### src/rtl/uart_rx_if.sv
// Receiver-side byte interface of uart_rx: received byte, its strobe, busy and framing-error flags.
interface uart_rx_if;
  logic [7:0] rx_data;
  logic       rx_valid;
  logic       rx_busy;
  logic       rx_frame_err;

  modport master (output rx_data, rx_valid, rx_busy, rx_frame_err);
  modport slave  (input  rx_data, rx_valid, rx_busy, rx_frame_err);
endinterface

### src/rtl/uart_rx.sv
// 8N1 UART receiver with 16x oversampling and a two-flop input synchroniser.
// Define UART_RX_MAJORITY_EN to decide each bit by 2-of-3 majority over ticks 7..9.
module uart_rx #(
    parameter int CLK_FREQ  = 50_000_000,
    parameter int BAUD_RATE = 115200
) (
    input  logic       clk,
    input  logic       rst_,
    input  logic       rx_serial,
    uart_rx_if.master  rx
);
    localparam int OS_DIV = CLK_FREQ / (BAUD_RATE * 16);
    localparam int OSW    = (OS_DIV < 2) ? 1 : $clog2(OS_DIV);

    generate
        if (OS_DIV < 2) begin : g_bad_div
            $error("uart_rx: OS_DIV must be at least 2");
        end
    endgenerate

    localparam logic [2:0] IDLE      = 3'd0;
    localparam logic [2:0] START     = 3'd1;
    localparam logic [2:0] DATA      = 3'd2;
    localparam logic [2:0] STOP      = 3'd3;
    localparam logic [2:0] WAIT_IDLE = 3'd4;

    logic           sync1, rxs;
    logic [2:0]     state;
    logic [OSW-1:0] os_cnt;
    logic [3:0]     tick_cnt;
    logic [2:0]     bit_idx;
    logic [7:0]     shift;
    logic [7:0]     data_q;
    logic           valid_q, err_q;
    logic           tick;
    logic           bit_val;

    always_ff @(posedge clk or negedge rst_) begin
        if (!rst_) begin
            sync1 <= 1'b1;
            rxs   <= 1'b1;
        end else begin
            sync1 <= rx_serial;
            rxs   <= sync1;
        end
    end

    // Held at zero while idle so the first tick lands OS_DIV clocks after the start edge.
    always_ff @(posedge clk or negedge rst_) begin
        if (!rst_)
            os_cnt <= '0;
        else if (state == IDLE || os_cnt == OSW'(OS_DIV - 1))
            os_cnt <= '0;
        else
            os_cnt <= os_cnt + 1'b1;
    end

    assign tick = (state != IDLE) && (os_cnt == OSW'(OS_DIV - 1));

`ifdef UART_RX_MAJORITY_EN
    // START decides at tick 9 and restarts tick_cnt there, so ticks 13..15 of
    // DATA/STOP line up with ticks 7..9 of each following bit.
    localparam logic [3:0] START_DEC = 4'd9;
    logic [1:0] maj_q;
    logic [3:0] cap0, cap1;

    assign cap0    = (state == START) ? 4'd7 : 4'd13;
    assign cap1    = (state == START) ? 4'd8 : 4'd14;
    assign bit_val = (maj_q[0] & maj_q[1]) | (maj_q[0] & rxs) | (maj_q[1] & rxs);

    always_ff @(posedge clk or negedge rst_) begin
        if (!rst_)
            maj_q <= 2'b00;
        else if (tick) begin
            if (tick_cnt == cap0) maj_q[0] <= rxs;
            if (tick_cnt == cap1) maj_q[1] <= rxs;
        end
    end
`else
    localparam logic [3:0] START_DEC = 4'd7;
    assign bit_val = rxs;
`endif

    always_ff @(posedge clk or negedge rst_) begin
        if (!rst_) begin
            state    <= IDLE;
            tick_cnt <= 4'd0;
            bit_idx  <= 3'd0;
            shift    <= 8'h00;
            data_q   <= 8'h00;
            valid_q  <= 1'b0;
            err_q    <= 1'b0;
        end else begin
            valid_q <= 1'b0;
            err_q   <= 1'b0;
            case (state)
                IDLE: begin
                    tick_cnt <= 4'd0;
                    if (!rxs) state <= START;
                end
                START: if (tick) begin
                    if (tick_cnt == START_DEC) begin
                        tick_cnt <= 4'd0;
                        bit_idx  <= 3'd0;
                        state    <= bit_val ? IDLE : DATA;
                    end else begin
                        tick_cnt <= tick_cnt + 4'd1;
                    end
                end
                DATA: if (tick) begin
                    tick_cnt <= tick_cnt + 4'd1;
                    if (tick_cnt == 4'd15) begin
                        shift[bit_idx] <= bit_val;
                        bit_idx        <= bit_idx + 3'd1;
                        if (bit_idx == 3'd7) state <= STOP;
                    end
                end
                STOP: if (tick) begin
                    tick_cnt <= tick_cnt + 4'd1;
                    if (tick_cnt == 4'd15) begin
                        if (bit_val) begin
                            data_q  <= shift;
                            valid_q <= 1'b1;
                            state   <= IDLE;
                        end else begin
                            err_q <= 1'b1;
                            state <= WAIT_IDLE;
                        end
                    end
                end
                // A held-low line must not look like a stream of new start bits.
                WAIT_IDLE: if (rxs) state <= IDLE;
                default:   state <= IDLE;
            endcase
        end
    end

    assign rx.rx_data      = data_q;
    assign rx.rx_valid     = valid_q;
    assign rx.rx_frame_err = err_q;
    assign rx.rx_busy      = (state != IDLE);
endmodule

### src/flat_wrapper.sv
// flat-port wrapper written by rule: the top's interface ports become plain ports
module uart_rx_flat 
#(
    parameter int CLK_FREQ  = 50_000_000,
    parameter int BAUD_RATE = 115200
)
  (clk, rst_, rx_serial, rx_rx_data, rx_rx_valid, rx_rx_busy, rx_rx_frame_err);
  uart_rx_if rx_i ();
  input  logic clk;
  input  logic rst_;
  input  logic rx_serial;
  output wire logic [$bits(rx_i.rx_data)-1:0] rx_rx_data;
  output wire logic [$bits(rx_i.rx_valid)-1:0] rx_rx_valid;
  output wire logic [$bits(rx_i.rx_busy)-1:0] rx_rx_busy;
  output wire logic [$bits(rx_i.rx_frame_err)-1:0] rx_rx_frame_err;
  assign rx_rx_data = rx_i.rx_data;
  assign rx_rx_valid = rx_i.rx_valid;
  assign rx_rx_busy = rx_i.rx_busy;
  assign rx_rx_frame_err = rx_i.rx_frame_err;
  uart_rx #(.CLK_FREQ(CLK_FREQ), .BAUD_RATE(BAUD_RATE)) u_core (.clk(clk), .rst_(rst_), .rx_serial(rx_serial), .rx(rx_i));
endmodule
### config.mk
export PLATFORM = sky130hd
export DESIGN_NAME = uart_rx_flat
export DESIGN_NICKNAME = d
export VERILOG_FILES = /design/src/rtl/uart_rx_if.sv /design/src/rtl/uart_rx.sv /design/src/flat_wrapper.sv
export SDC_FILE = /design/constraint.sdc
export NUM_CORES = 1
export LEC_CHECK = 0
export ABC_CLOCK_PERIOD_IN_PS = 2150
export CORE_ASPECT_RATIO = 0.9
export CORE_MARGIN = 5
export CORE_UTILIZATION = 56
export DETAILED_ROUTE_END_ITERATION = 16
export PLACE_DENSITY = 0.87
export SYNTH_ARGS = -nofsm -noshare
export SYNTH_HDL_FRONTEND = slang
export SYNTH_SLANG_ARGS = --single-unit
### constraint.sdc
create_clock -name clk -period 2.15 [get_ports clk]
set_input_delay 0.5375 -clock clk [delete_from_list [all_inputs] [get_ports clk]]
set_output_delay 0.5375 -clock clk [all_outputs]
set_load 0.02 [all_outputs]
**Word level (Yosys, flattened, before mapping)**

Cells that the tools add are included.

- Register bits: 35
- Bits of input ports: 3
- Word-level logic and storage cells: 79

- Add/subtract/negate cells: 3
- $lt $le $gt $ge: 2
- Eq/ne operators: 18
- Mux-type cells: 33
- Reductions and logical operators: 13

Operators with widths:

| cell | count |
|---|---|
| $mux 3 | 14 |
| $ne 2x1->1 const B | 9 |
| $pmux 3 s5 | 1 |
| $mux 4 | 3 |
| $pmux 4 s3 | 1 |
| $mux 1 | 9 |
| $reduce_and 9->1 | 1 |
| $bwmux 8 | 1 |
| $eq 3x2->1 const B | 2 |
| $eq 3x3->1 const B | 2 |
| $pmux 3 s2 | 1 |
| $reduce_and 3->1 | 2 |
| $reduce_bool 3->1 | 2 |
| $add 5x1->5 const B | 1 |
| $eq 5x5->1 const B | 1 |
| $mux 5 | 1 |
| $reduce_and 5->1 | 1 |
| $add 4x1->4 const B | 1 |
| $eq 4x3->1 const B | 1 |
| $eq 4x4->1 const B | 1 |
| $lt 3x4->1 const B | 1 |
| $reduce_and 4->1 | 1 |
| $add 3x1->3 const B | 1 |
| $demux 1 s3 | 1 |
| other kinds (9) | 10 |

**Depth between registers and ports, before layout**

- Depth in word-level cells: 5
- Depth in mapped cells: 6
- Mapped depth without buffers: 6

**Least setup slack after synthesis**

Ideal clock, no wire load.

- Path kind: register to register
- From: register u_core.os_cnt[0]
- To: register u_core.data_q[0], in the netlist u_core.rx.rx_data[0]
- Library setup time: 0.128 ns
- Arrival time: 1.565 ns
- Path slack: 0.457 ns
- Cell stages (with the launch flop): 7
- Period minus slack after synthesis: 1.693 ns
- Path through: dfrtp_1 -> inv_1 -> ha_1 -> nand4b_1 -> nor2_2 -> nand4_2 -> mux2_1

- Cells in the longest elaborated chain, start to end: 3

Ends and longest elaborated chain:

| item | line | RTL |
|---|---|---|
| from (decl) | uart_rx.sv:29 | `logic [OSW-1:0] os_cnt;` |
| from (signal assigned) | uart_rx.sv:55 | `os_cnt <= os_cnt + 1'b1;` |
| $eq 5x5->1 | uart_rx.sv:58 | `assign tick = (state != IDLE) && (os_cnt == OSW'(OS_DIV - 1));` |
| $logic_and 1x1->1 | uart_rx.sv:58 |  |
| $reduce_and 4->1 (no line) | -- |  |
| to (signal assigned) | uart_rx.sv:122 | `data_q <= shift;` |
| to (decl) | uart_rx.sv:33 | `logic [7:0] data_q;` |

No other way between the ends.
A chain may end at the register's enable or synchronous reset.

**Worst setup path after layout**

- From: register u_core.state[1]
- To: output rx_rx_busy

- Cells in the longest elaborated chain, start to end: 1

Ends and longest elaborated chain:

| item | line | RTL |
|---|---|---|
| from (decl) | uart_rx.sv:28 | `logic [2:0] state;` |
| from (signal assigned) | uart_rx.sv:105 | `state <= bit_val ? IDLE : DATA;` |
| $reduce_bool 3->1 | uart_rx.sv:141 | `assign rx.rx_busy = (state != IDLE);` |
| to (decl) | flat_wrapper.sv:14 | `output wire logic [$bits(rx_i.rx_busy)-1:0] rx_rx_busy;` |

No other way between the ends.

==> impl_results.md <==
- Leading cell types in the layout, fill and taps excluded: dfrtp_1 (33), mux2_1 (16), clkdlybuf4s50_1 (12)
- Worst hold stages: 0
- CTS H-tree lvls: 2
- Max_cap viols: 0
- Setup crit end kind: output port
- Pwr Density: 555 nW/um^2
- Fin crit period: between 2 and 2.5 ns
- # nets final: around 170
- TNS Setup: 0 ns
- I/O Buffers: 13
- Fill cell count: 202
- Post-CTS Setup Inserts: 0
- Core Region: 2790 sq um
- R2R Path Start: u_core.os_cnt[0]$_DFF_PN0_
- Worst skew pair latency: 0.34 ns
- Seq/Total Area, Yosys: 0.533
- Slowest CP cell: or3_4
- Hold Path Sink: u_core.bit_val$_DFF_PN1_
- Grt ovf: 0
- CP required: 1.61 ns
- Final Cell Area: about 1900 sq um
- Largest net degree at the start of global routing: 36
- Main combinational cell family by area after synthesis: simple AND/OR/NAND/NOR gates
- Row count: 18
- Hold_buf cts: 0
- Most common cell after layout, fill and taps aside: dfrtp_1
- Outcome: finished, final reports clean
- Multi-input combinational cell area: 704 sq um
- Initial antenna violation count: 0
- Final wirelength: 2.91 mm
- RR Endpoint: u_core.rx.rx_data[2]$_DFFE_PN0P_
- CTS tree: built
- 1st-pass router iterations: 6
- Root Buffer: clkbuf_4
- Hpwl dp: 2.11 mm
- Worst-Margin Slew: 0.506 ns
- Startpoint Class: flop
- FF-to-FF setup slack: ~0.17 ns
- Finish-stage setup viols: 0
- Synth Cell Area: 1650 sq um
- Post-synthesis mux area share: 0.121
- Antenna cell count: 0
- Fin util: 0.674
- Vias in the first global route: 1164
- Slew HR: 0.660
- Max Fclk: between 400 and 500 MHz
- Tot GR Track Use: 0.172
- Post-Synth Simple-Gate Area: 0.193
- Die width: 67.2 um
- Max clock buf depth: 2
- Min-delay worst type: flop to flop
- Slew Limit Fails: 0
- Num ports: 14
- Fin. Hold Viols: 0
- Cell Chain, Critical Path: or3_4 > dlygate4sd2_1
- Library cells used by synthesis: 37
- Share of cells above drive strength 1: 0.137
- Routability Congestion: between 0.8 and 0.9
- Area grow syn2layout: 14.1%
- RSZ-0062 raised after global routing: false
- Delay of the slowest critical-path stage: 0.42 ns
- Syn avg cell area: 11.6 sq um
- Yosys warns: 0
- Worst r2r path cells: 6
- Initial DRC count: 43
- Peak supply drop: roughly 0.00043 V
- Adder-Cell Fraction of Synth Area: 0.0379
- Routed WL per cell: between 10 and 15 um
- Post-synthesis compound-gate area fraction: 0.0531
- Starting Density: 0.591
- Setup Skew: 0.00303 ns
- Die area: 4130 sq um
- CP Max Fanout: 4
- First-pass GRT wire length: 5.20 mm
- Height of the chip: roughly 60 um
- Xor/xnor share of the synthesized area: 0.0212
- Crit path DAT: 1.48 ns
- Final worst path period share: 0.940
- Syn nets: 150
- Via count: 1090
- Clock sink count: 35
- Antenna viol nets, final: 0
- Hold_sp: u_core.sync1$_DFF_PN1_
- Number of synthesized register bits: 35
- Leakage: 0.922 nW
- Total placed instance area: about 1800 sq um
- Mapped Cells: 142
- Vias per cell: 5.42
- Num CTS Buffers: 5
- WS Path Type: flop to output port
- Register Area: 878 sq um
- Reg clk slew, reported paths: 0.10 ns
- DRC errors left: 0
## power breakdown
part           internal, mW  total [mW]  switching (mW)
Combinational       0.00492      0.0175          0.0126
Sequential            0.661       0.665         0.00368
Clock                 0.151       0.362           0.211
Total                 0.818        1.05           0.227
## logic make-up after synthesis
group	Yosys count
simple gates	56
flops	35
mux	18
compound gates	12
buf+inv	12
fa+ha+maj	5
xor+xnor	4
## worst max-delay path by stage
stage / endpoint / from / cells after the start / slack [ns]
2_1_floorplan: u_core.rx.rx_data[0]$_DFFE_PN0P_ / u_core.os_cnt[0]$_DFF_PN0_ / 6 / 0.46
4_1_cts: rx_rx_busy / u_core.state[1]$_DFFE_PN0P_ / 2 / 0.12
3_3_place_gp: rx_rx_busy / u_core.state[1]$_DFFE_PN0P_ / 2 / 0.29
6_report: rx_rx_busy / u_core.state[1]$_DFFE_PN0P_ / 2 / 0.13
5_1_grt: u_core.rx.rx_data[0]$_DFFE_PN0P_ / u_core.os_cnt[0]$_DFF_PN0_ / 6 / 0.04
3_5_place_dp: u_core.rx.rx_data[2]$_DFFE_PN0P_ / u_core.os_cnt[0]$_DFF_PN0_ / 6 / 0.17
## registers in the layout (all words and copies together), names as in the netlist
register / cells
u_core.rx.rx_data: 8
u_core.shift: 8
u_core.os_cnt: 5
u_core.tick_cnt: 4
u_core.bit_idx: 3
u_core.state: 3
u_core.bit_val: 1
u_core.rx.rx_frame_err: 1
u_core.rx.rx_valid: 1
u_core.sync1: 1
## per-layer routing
| metal | vias to the layer above | GRT usage | share of wire |
|---|---|---|---|
| met1 | 531 | 0.217 | 0.48 |
| met2 | 17 | 0.282 | 0.48 |
| met3 | 0 | 0.0602 | 0.043 |
| li1 | 542 | - | - |
| met4 | 0 | 0.0520 | 0 |
| met5 | - | 0 | 0 |
## final cells by class
type,count,area share
flip-flops and latches,35,0.467
multi-input cells,95,0.374
repair buffers,19,0.0924
clock buffers,6,0.0273
well taps,40,0.0266
inverters,5,0.00997
clock inverters,1,0.00266
## cells in the mapped netlist (all sizes together)
library cell,count,area (sq um)
dfstp,2,52.6
nand2,7,26.3
a311oi,2,17.5
o21ai,2,10.0
a32o,1,10.0
a221oi,1,8.76
nor3b,2,15.0
mux2i,2,20.0
clkbuf,3,15.0
nand4,7,50.1
and2,3,21.3
ha,5,62.6
mux2,16,180
a21oi,4,20.0
nor2b,5,33.8
or3,1,11.3
and4b,1,10.0
o21a,1,15.0
and3,4,25.0
a31oi,1,6.26
dfrtp,33,826
nor3,2,10.0
buf,4,32.5
xnor2,1,8.76
inv,5,18.8
or4b,1,10.0
nand4b,1,8.76
nor2,12,47.6
xor2,3,26.3
nand3,10,50.1
## metrics by stage
stage / std cells / hold WS (ns) / power, mW / worst slack (ns)
after global placement: 194 / 0.348 / 0.695 / 0.290
after global routing: 201 / 0.378 / 1.09 / 0.0363
after detailed placement: 194 / 0.354 / 0.697 / 0.168
after CTS: 201 / 0.371 / 1.06 / 0.116
final: 201 / 0.367 / 1.05 / 0.130
after floorplan: 142 / 0.242 / 0.678 / 0.457
## critical path, delay by kind of cell, from the launching register on
kind                   cells  cell delay [ns]
flip-flops                 1             0.39
AND/OR/NAND/NOR            1             0.42
buffers and inverters      1             0.33
## repair_timing
action | CTS | global route
resized for setup | 1 | 0
endpoints found under the hold margin | 0 | 0
endpoints found under the setup margin | 1 | 0
Power figures use the tool's default switching activity.
